## src/rtl/ifmap_stream_writer.sv

```systemverilog
// IFMap stream writer: reads a feature map row by row from word memory, tags words with
// end-of-row/end-of-map flags and pushes them into the IFMap FIFO. Optional macro: IFMAP_ZERO_PAD_EN.
module ifmap_stream_writer #(
  parameter int DATA_WIDTH    = 16,
  parameter int ADDR_WIDTH    = 12,
  parameter int ROW_LEN_WIDTH = 8,
  parameter int ROW_CNT_WIDTH = 8
) (
  input  logic                     clk,
  input  logic                     rst,
  input  logic                     start,
  input  logic [ADDR_WIDTH-1:0]    base_addr,
  input  logic [ROW_LEN_WIDTH-1:0] row_len,
  input  logic [ROW_CNT_WIDTH-1:0] row_count,
`ifdef IFMAP_ZERO_PAD_EN
  input  logic                     pad_en,
`endif
  output logic                     mem_ren,
  output logic [ADDR_WIDTH-1:0]    mem_addr,
  input  logic [DATA_WIDTH-1:0]    mem_rdata,
  input  logic                     fifo_full,
  output logic [DATA_WIDTH+1:0]    IFMap_out,
  output logic                     wen_IFMap_buffer,
  output logic                     busy,
  output logic                     done
);

  localparam int WORD_W = DATA_WIDTH + 2;
  localparam int COL_W  = ROW_LEN_WIDTH + 1;

  typedef enum logic [1:0] {IDLE, STREAM, DRAIN, FIN} state_t;
  state_t state, state_nxt;

  logic [ADDR_WIDTH-1:0]    addr_cnt;
  logic [COL_W-1:0]         col_cnt;
  logic [ROW_CNT_WIDTH-1:0] row_cnt;
  logic [ROW_LEN_WIDTH-1:0] row_len_q;
  logic [ROW_CNT_WIDTH-1:0] row_count_q;
  logic                     pad_q;
  logic                     busy_q;

  logic                     vld_p1, eor_p1, eom_p1, zero_p1;
  logic                     hold_vld;
  logic [WORD_W-1:0]        hold_word;
  logic [WORD_W-1:0]        last_out;

  logic                     issue, pad_col, eor_p0, eom_p0, wen, empty_req;
  logic [COL_W-1:0]         last_col;
  logic [WORD_W-1:0]        ret_word, wr_word;

`ifdef IFMAP_ZERO_PAD_EN
  always_ff @(posedge clk) begin
    if (rst)
      pad_q <= 1'b0;
    else if (state == IDLE && start)
      pad_q <= pad_en;
  end
`else
  assign pad_q = 1'b0;
`endif

  // Issue stage (p0): read/pad decision and flags for the word being requested
  always_comb begin
    empty_req = (row_len == '0) || (row_count == '0);
    last_col  = pad_q ? COL_W'(row_len_q) + COL_W'(1) : COL_W'(row_len_q) - COL_W'(1);
    pad_col   = pad_q && ((col_cnt == '0) || (col_cnt == last_col));
    eor_p0    = (col_cnt == last_col);
    eom_p0    = eor_p0 && (row_cnt == row_count_q - ROW_CNT_WIDTH'(1));
    issue     = (state == STREAM) && !fifo_full && !hold_vld;
    wen       = !fifo_full && (hold_vld || vld_p1);
    ret_word  = {eom_p1, eor_p1, (zero_p1 ? {DATA_WIDTH{1'b0}} : mem_rdata)};
    wr_word   = hold_vld ? hold_word : ret_word;
  end

  always_ff @(posedge clk) begin
    if (rst)
      state <= IDLE;
    else
      state <= state_nxt;
  end

  // An empty transfer passes through DRAIN so its done pulse lines up with the streaming case
  always_comb begin
    state_nxt = state;
    case (state)
      IDLE:    if (start) state_nxt = empty_req ? DRAIN : STREAM;
      STREAM:  if (issue && eom_p0) state_nxt = DRAIN;
      DRAIN:   if (wen || !(vld_p1 || hold_vld)) state_nxt = FIN;
      FIN:     state_nxt = IDLE;
      default: state_nxt = IDLE;
    endcase
  end

  always_comb begin
    mem_ren          = issue && !pad_col;
    mem_addr         = addr_cnt;
    wen_IFMap_buffer = wen;
    IFMap_out        = wen ? wr_word : last_out;
    busy             = busy_q;
    done             = (state == FIN);
  end

  always_ff @(posedge clk) begin
    if (rst) begin
      addr_cnt    <= '0;
      col_cnt     <= '0;
      row_cnt     <= '0;
      row_len_q   <= '0;
      row_count_q <= '0;
      busy_q      <= 1'b0;
      vld_p1      <= 1'b0;
      eor_p1      <= 1'b0;
      eom_p1      <= 1'b0;
      zero_p1     <= 1'b0;
      hold_vld    <= 1'b0;
      hold_word   <= '0;
      last_out    <= '0;
    end else begin
      if (state == IDLE && start) begin
        row_len_q   <= row_len;
        row_count_q <= row_count;
        addr_cnt    <= base_addr;
        col_cnt     <= '0;
        row_cnt     <= '0;
        busy_q      <= !empty_req;
      end else begin
        if (issue) begin
          if (!pad_col)
            addr_cnt <= addr_cnt + ADDR_WIDTH'(1);
          if (eor_p0) begin
            col_cnt <= '0;
            row_cnt <= row_cnt + ROW_CNT_WIDTH'(1);
          end else begin
            col_cnt <= col_cnt + COL_W'(1);
          end
        end
        if (state_nxt == FIN)
          busy_q <= 1'b0;
      end

      // Return stage (p1): memory data arrives; flags travel alongside
      vld_p1  <= issue;
      eor_p1  <= eor_p0;
      eom_p1  <= eom_p0;
      zero_p1 <= pad_col;

      // A returning word blocked by a full FIFO parks here; issue stalls until it drains
      if (vld_p1 && fifo_full) begin
        hold_vld  <= 1'b1;
        hold_word <= ret_word;
      end else if (hold_vld && !fifo_full) begin
        hold_vld <= 1'b0;
      end

      if (wen)
        last_out <= wr_word;
    end
  end

endmodule

```

## config.mk

```make
export PLATFORM = sky130hd
export DESIGN_NAME = ifmap_stream_writer
export DESIGN_NICKNAME = d
export VERILOG_FILES = /design/src/rtl/ifmap_stream_writer.sv
export SDC_FILE = /design/constraint.sdc
export NUM_CORES = 1
export LEC_CHECK = 0
export BUFFER_PORTS_ARGS = -buffer_cell sky130_fd_sc_hd__buf_2
export CAP_MARGIN = 10
export CORE_ASPECT_RATIO = 0.8
export CORE_MARGIN = 10
export CORE_UTILIZATION = 59
export CTS_CLUSTER_DIAMETER = 40
export DETAILED_ROUTE_END_ITERATION = 7
export GPL_ROUTABILITY_DRIVEN = 0
export GPL_TIMING_DRIVEN = 0
export HOLD_SLACK_MARGIN = 0.05
export PLACE_DENSITY = 0.84
export SYNTH_ARGS = -nofsm -noshare
export SYNTH_HDL_FRONTEND = slang
export SYNTH_SLANG_ARGS = --single-unit
```

## constraint.sdc

```tcl
create_clock -name clk -period 4 [get_ports clk]
set_input_delay 0.6 -clock clk [delete_from_list [all_inputs] [get_ports clk]]
set_output_delay 0.6 -clock clk [all_outputs]
set_load 0.01 [all_outputs]
```

==> impl_metrics.env, run 1 <==
export IMPL_criticalPathCategory="register to primary output"
export IMPL_total_gr_overflow=0
export IMPL_cp_start_kind="register"
export IMPL_placedInstanceArea_um2=4721
export IMPL_final_nets=662
export IMPL_fin_tns_setup_ps=0
export IMPL_totalPowerFinal_w=0.001879
export IMPL_timing_reg2reg_setup_slack_ps=1190
export IMPL_yosysWarnings=0
export IMPL_yosys_area_share_simple=0.2585
export IMPL_die_area_um2=10940
export IMPL_drt_first_pass_iters=5
export IMPL_post_route_clock_period_utilization=0.7750
export IMPL_largest_family_of_logic_cells_by_synthesized_area="simple AND/OR/NAND/NOR gates"
export IMPL_cts_tree="yes"
export IMPL_nFillCells=572
export IMPL_worst_skew_pair_late_latency_ps=360
export IMPL_depth_of_the_cts_h_tree=3
export IMPL_result_of_the_run="complete, no violations"
export IMPL_arrival_ps=2500
export IMPL_post_synth_instance_area_um2=4212
export IMPL_stdcell_area_um2=4941
export IMPL_synth_nets=571
export IMPL_die_height_um=95.57
export IMPL_finalClockSkew_ps=7.188
export IMPL_via_count_of_the_first_global_routing_pass=3937
export IMPL_number_of_distinct_library_cells_after_synthesis=52
export IMPL_rsz_0062_raised_after_global_routing="no"
export IMPL_vdd_ir_drop_max_mv=0.2748
export IMPL_rows=27
export IMPL_postCtsSetupBuffers=0
export IMPL_setup_violations=0
export IMPL_relSlewSlack=0.4982
export IMPL_yosysTopAreaCell="dfxtp_1"
export IMPL_placement_io_buffers=80
export IMPL_dp_hpwl_mm=8.563
export IMPL_grt_start_max_net_pins=16
export IMPL_grt_pass1_wl_mm=18.42
export IMPL_cts_hold_buffers=0
export IMPL_yosys_area_top_type_share=0.4183
export IMPL_drive_above_1_share=0.1710
export IMPL_synth_edff_count=0
export IMPL_number_of_buffers_added_by_the_clock_tree_synthesis_step=9
export IMPL_postSynthRegisterBits=88
export IMPL_post_route_worst_setup_slack_ps=900.2
export IMPL_postSynthCellCount=518
export IMPL_min_delay_worst_type="register to register"
export IMPL_post_synth_fa_ha_maj_area_fraction=0.01485
export IMPL_synth_area_in_compound_gates=0.1477
export IMPL_design_core_area_um2=6925
export IMPL_max_clock_freq_ghz=0.3226
export IMPL_slew_viol_final=0
export IMPL_max_cap_violations=0
export IMPL_cts_buffer_depth=2
export IMPL_power_density_nw_per_um2=380.4
export IMPL_antenna_violations_before_repair=0
export IMPL_path_clk_slew_ps=90
export IMPL_die_w_um=114.5
export IMPL_min_period_ps=3100
export IMPL_gr_usage_all_layers=0.2072
export IMPL_prevailing_post_synth_register_cell="dfxtp_1"
export IMPL_area_delta_synth_final_pct=17.32
export IMPL_share_of_synthesized_area_occupied_by_flip_flops_and_latches=0.4183
export IMPL_preCtsSetupSlack_ps=1256
export IMPL_ioPinCount=82
export IMPL_start_util=0.6081
export IMPL_ant_nets=0
export IMPL_crit_path_end_kind="primary output"
export IMPL_synth_avg_cell_area_um2=8.130
export IMPL_antenna_diode_count=0
export IMPL_postCtsResizedCells=0
export IMPL_synth_xor_area_share=0.07695
export IMPL_clock_sinks=88
export IMPL_synth_async_sr_flop_share=0
export IMPL_final_cell_count_no_fill=701
export IMPL_path_max_fanout=10
export IMPL_drt_vias_per_instance=5.899
export IMPL_clock_root_buffer="clkbuf_8"
export IMPL_drc_violation_total_after_the_first_tritonroute_iteration=270
export IMPL_drc=0
export IMPL_post_synth_mux_area_share=0.04753
export IMPL_synthTopCellsByArea="dfxtp_1 42%, nand2_1 9.4%, a21oi_1 5.1%, mux2i_1 4.8%, xnor2_1 4.2%"
export IMPL_critPathRequiredTime_ps=3400
export IMPL_wirelength_mm=11.49
export IMPL_numPlacedInstances=685
export IMPL_max_slew_worst_pin_slew_ps=751.1
export IMPL_post_drt_wl_per_cell_um=16.39
export IMPL_via_count=4135
export IMPL_final_hold_violation_count=0
export IMPL_power_leakage_nw=1.907
## synth_stat cells (6+ instances only)
cell,n
nand2_1,106
dfxtp_1,88
a211oi_1,8
and2_1,22
nand4_1,9
clkbuf_1,24
a21oi_1,43
nor2_1,28
o21ai_0,26
or3_1,9
inv_1,10
nor3_1,10
nand3_1,11
mux2i_1,20
xor2_1,17
nor4_1,6
xnor2_1,20
## worst max-delay path: stages, from the launching register on
cell and delay [ps]:
dfxtp_1 370, buf_1 540, clkbuf_1 600, mux2i_1 170, o21ai_0 270, buf_2 190
## cell families (layout without fill, tap and decap cells)
family,Yosys count,after routing
AO/OA/AOI/OAI,102,102
XOR/XNOR,37,37
adder cells (fa/ha/maj),5,5
buffers and inverters,40,136
flip-flops,88,88
multiplexers,20,20
AND/OR/NAND/NOR,226,226
## flip-flops by register name (all words and copies together), names as in the netlist
signal / count
busy: 1
col_cnt: 9
state: 2
mem_addr: 12
eom_p1: 1
hold_vld: 1
eor_p1: 1
hold_word: 18
row_cnt: 8
row_len_q: 8
vld_p1: 1
row_count_q: 8
last_out: 18
## through the flow
stage | hold WS (ps) | util
4_1_cts | 452.6 | 0.7135
5_1_grt | 475.2 | 0.7135
3_3_place_gp | 439.0 | 0.6817
6_report | 454.7 | 0.7135
2_1_floorplan | 431.2 | -
3_5_place_dp | 447.9 | 0.6817
## layer usage
metal  track usage  vias to the layer above  share of wire
li1              -                     1977              -
met4       0.07500                        0          0.020
met3       0.05336                       26          0.093
met5             0                        -              0
met2        0.3531                      189           0.48
met1        0.2476                     1943           0.41
## power breakdown
group          total, W  internal [W]  switching [W]
clock network  0.000687      0.000355       0.000332
logic          0.000255      0.000107       0.000148
registers      0.000937      0.000905      0.0000325
total           0.00188       0.00137       0.000513
## final timing paths
kind | endpoint | from | depth (start not counted)
worst max-delay path | IFMap_out[9] | hold_vld | 5
worst min-delay path | hold_word[16] | eor_p1 | 2
worst max register to register | row_cnt[5] | row_len_q[0] | 10
worst min register to register | hold_word[16] | eor_p1 | 2
## placed cells by master, fill, tap and decap left out, types with 10 or more instances in the layout
cell      Yosys  layout
a21oi_1      43      43
and2_1       22      22
buf_2         1      81
clkbuf_1     24      25
dfxtp_1      88      88
inv_1        10      10
mux2i_1      20      20
nand2_1     106     106
nand3_1      11      11
nor2_1       28      28
nor3_1       10      10
o21ai_0      26      26
xnor2_1      20      20
xor2_1       17      17
## final cells by class
class	count	area (µm²)	share of cell area
timing repair buffer	80	400.4	0.08103
inverter	11	41.29	0.008357
buffer	29	111.4	0.02254
sequential	88	1762	0.3565
tap	87	108.9	0.02203
clock inverter	6	92.59	0.01874
clock buffer	10	127.6	0.02583
multi-input combinational	390	2297	0.4649
No activity file was read; power rests on OpenSTA's default activity.
==> run 2: changes to the inputs <==
Settings changed: CORE_UTILIZATION 59 to 50, PLACE_DENSITY 0.84 to 0.76.
Clock period 4 ns to 2.6 ns, I/O delays scaled along.
==> run 2 against run 1 <==
  * Register-to-register slack worse by 1200 ps
  * Largest power group unchanged
  * Wire length down 2.0%
  * Clock power up 54%
  * Setup slack worse by 880 ps
  * Via count down 4.4%
  * Power up 54%
  * Critical path depth up 5
  * Cell area up 2.3%
==> impl_metrics.env, run 2 (same netlist as run 1, synthesis figures left out) <==
export IMPL_ant_nets=0
export IMPL_start_util=0.5228
export IMPL_drt_vias_per_instance=5.489
export IMPL_drive_above_1_share=0.1993
export IMPL_slew_viol_final=0
export IMPL_post_route_worst_setup_slack_ps=16.22
export IMPL_power_leakage_nw=1.934
export IMPL_max_clock_freq_ghz=0.3870
export IMPL_path_clk_slew_ps=90
export IMPL_die_w_um=122.6
export IMPL_met3RoutedLength_um=703
export IMPL_relSlewSlack=0.5068
export IMPL_m1WireLength_mm=5.183
export IMPL_preCtsSetupSlack_ps=-165.9
export IMPL_ioPinCount=82
export IMPL_total_gr_overflow=0
export IMPL_met2WireLength_mm=5.218
export IMPL_depth_of_the_cts_h_tree=3
export IMPL_final_hold_violation_count=0
export IMPL_layout_cells_most_common_list="106 x nand2_1, 84 x dfxtp_1, 82 x buf_2"
export IMPL_design_core_area_um2=8055
export IMPL_antenna_violations_before_repair=0
export IMPL_rsz_0062_raised_after_global_routing="yes"
export IMPL_setup_violations=0
export IMPL_highest_layer="met4"
export IMPL_power_density_nw_per_um2=572.9
export IMPL_stdcell_area_um2=5056
export IMPL_postCtsSetupBuffers=0
export IMPL_via_count=3952
export IMPL_post_route_clock_period_utilization=0.9938
export IMPL_result_of_the_run="complete, no violations"
export IMPL_die_height_um=102.1
export IMPL_area_delta_synth_final_pct=20.05
export IMPL_die_area_um2=12520
export IMPL_gr_usage_all_layers=0.1774
export IMPL_post_drt_wl_per_cell_um=15.64
export IMPL_placedInstanceArea_um2=4747
export IMPL_criticalPathCategory="register to register"
export IMPL_critPathRequiredTime_ps=2840
export IMPL_number_of_buffers_added_by_the_clock_tree_synthesis_step=9
export IMPL_arrival_ps=2820
export IMPL_dp_hpwl_mm=8.444
export IMPL_min_delay_worst_type="input port to register"
export IMPL_cp_start_kind="register"
export IMPL_grt_start_max_net_pins=16
export IMPL_clock_sinks=88
export IMPL_via_count_of_the_first_global_routing_pass=3804
export IMPL_path_max_fanout=10
export IMPL_min_period_ps=2584
export IMPL_max_cap_violations=0
export IMPL_commonest_non_fill_non_tap_cell_in_the_layout="nand2_1"
export IMPL_rows=29
export IMPL_final_hold_worst_slack_ps=261.5
export IMPL_drc_violation_total_after_the_first_tritonroute_iteration=255
export IMPL_worst_skew_pair_late_latency_ps=370
export IMPL_max_slew_worst_pin_slew_ps=737.1
export IMPL_clock_root_buffer="clkbuf_8"
export IMPL_crit_path_end_kind="register"
export IMPL_grt_pass1_wl_mm=18.21
export IMPL_placement_io_buffers=80
export IMPL_hold_depth=3
export IMPL_cts_buffer_depth=2
export IMPL_drt_first_pass_iters=4
export IMPL_drc=0
export IMPL_antenna_diode_count=0
export IMPL_vdd_ir_drop_max_mv=0.3858
export IMPL_wirelength_mm=11.26
export IMPL_final_nets=661
export IMPL_finalClockSkew_ps=9.742
export IMPL_worst_r2r_cell_count=10
export IMPL_cts_tree="yes"
run 2: cell types whose count changed in the layout (fill, tap and decap cells not counted), sizes merged:
cell    change
clkbuf      -2
clkinv      -1
inv         +1
run 2: critical path: stages, from the launching register on:
cell and delay [ps]:
dfxtp_4 390, inv_1 50, ha_2 200, and2_4 170
o21a_1 180, o31a_1 230, or4_1 400, clkbuf_4 190
buf_4 190, o311ai_2 310, o41ai_2 140
run 2: final cells by class:
type | count | area, µm²
Buffer | 28 | 116.4
Clock buffer | 9 | 123.9
Clock inverter | 6 | 92.59
Fill cell | 724 | 2999
Inverter | 11 | 41.29
Multi-Input combinational cell | 390 | 2372
Sequential cell | 88 | 1774
Tap cell | 108 | 135.1
Timing Repair Buffer | 80 | 400.4
run 2: final timing paths:
path                  from            end  slack, ps
max           row_len_q[0]     row_cnt[3]         20
min           mem_rdata[2]   hold_word[2]        260
max reg2reg   row_len_q[0]     row_cnt[3]         20
min reg2reg  hold_word[14]  hold_word[14]        460
run 2: power by group:
| group | leakage (nW) | total [W] | switching (W) | internal (W) |
|---|---|---|---|---|
| clock | 0.102 | 0.00106 | 0.000513 | 0.000543 |
| sequential | 0.718 | 0.00144 | 0.0000498 | 0.00139 |
| combinational | 1.11 | 0.000400 | 0.000233 | 0.000167 |
| total | 1.93 | 0.00290 | 0.000796 | 0.00210 |
run 2: what timing repair did:
item                       in CTS  in global routing
hold buffers                    0                  0
pin swaps                       0                  1
gates resized for setup        15                 14
setup endpoints to repair      26                 27
run 2: routing by layer:
metal	vias to the layer above	global-route usage
met5	-	0
met4	0	0.05606
met3	15	0.04738
met2	100	0.2946
met1	1861	0.2204
li1	1976	-
run 2: stage by stage:
step / util / instances / power [W] / setup TNS (ps)
after floorplan: - / 518 / 0.001714 / 0
after global placement: 0.5893 / 706 / 0.001842 / -1164
after detailed placement: 0.5893 / 706 / 0.001857 / -1970
after CTS: 0.6212 / 721 / 0.002907 / 0
after global routing: 0.6277 / 720 / 0.003018 / -139.1
final: 0.6277 / 720 / 0.002897 / 0
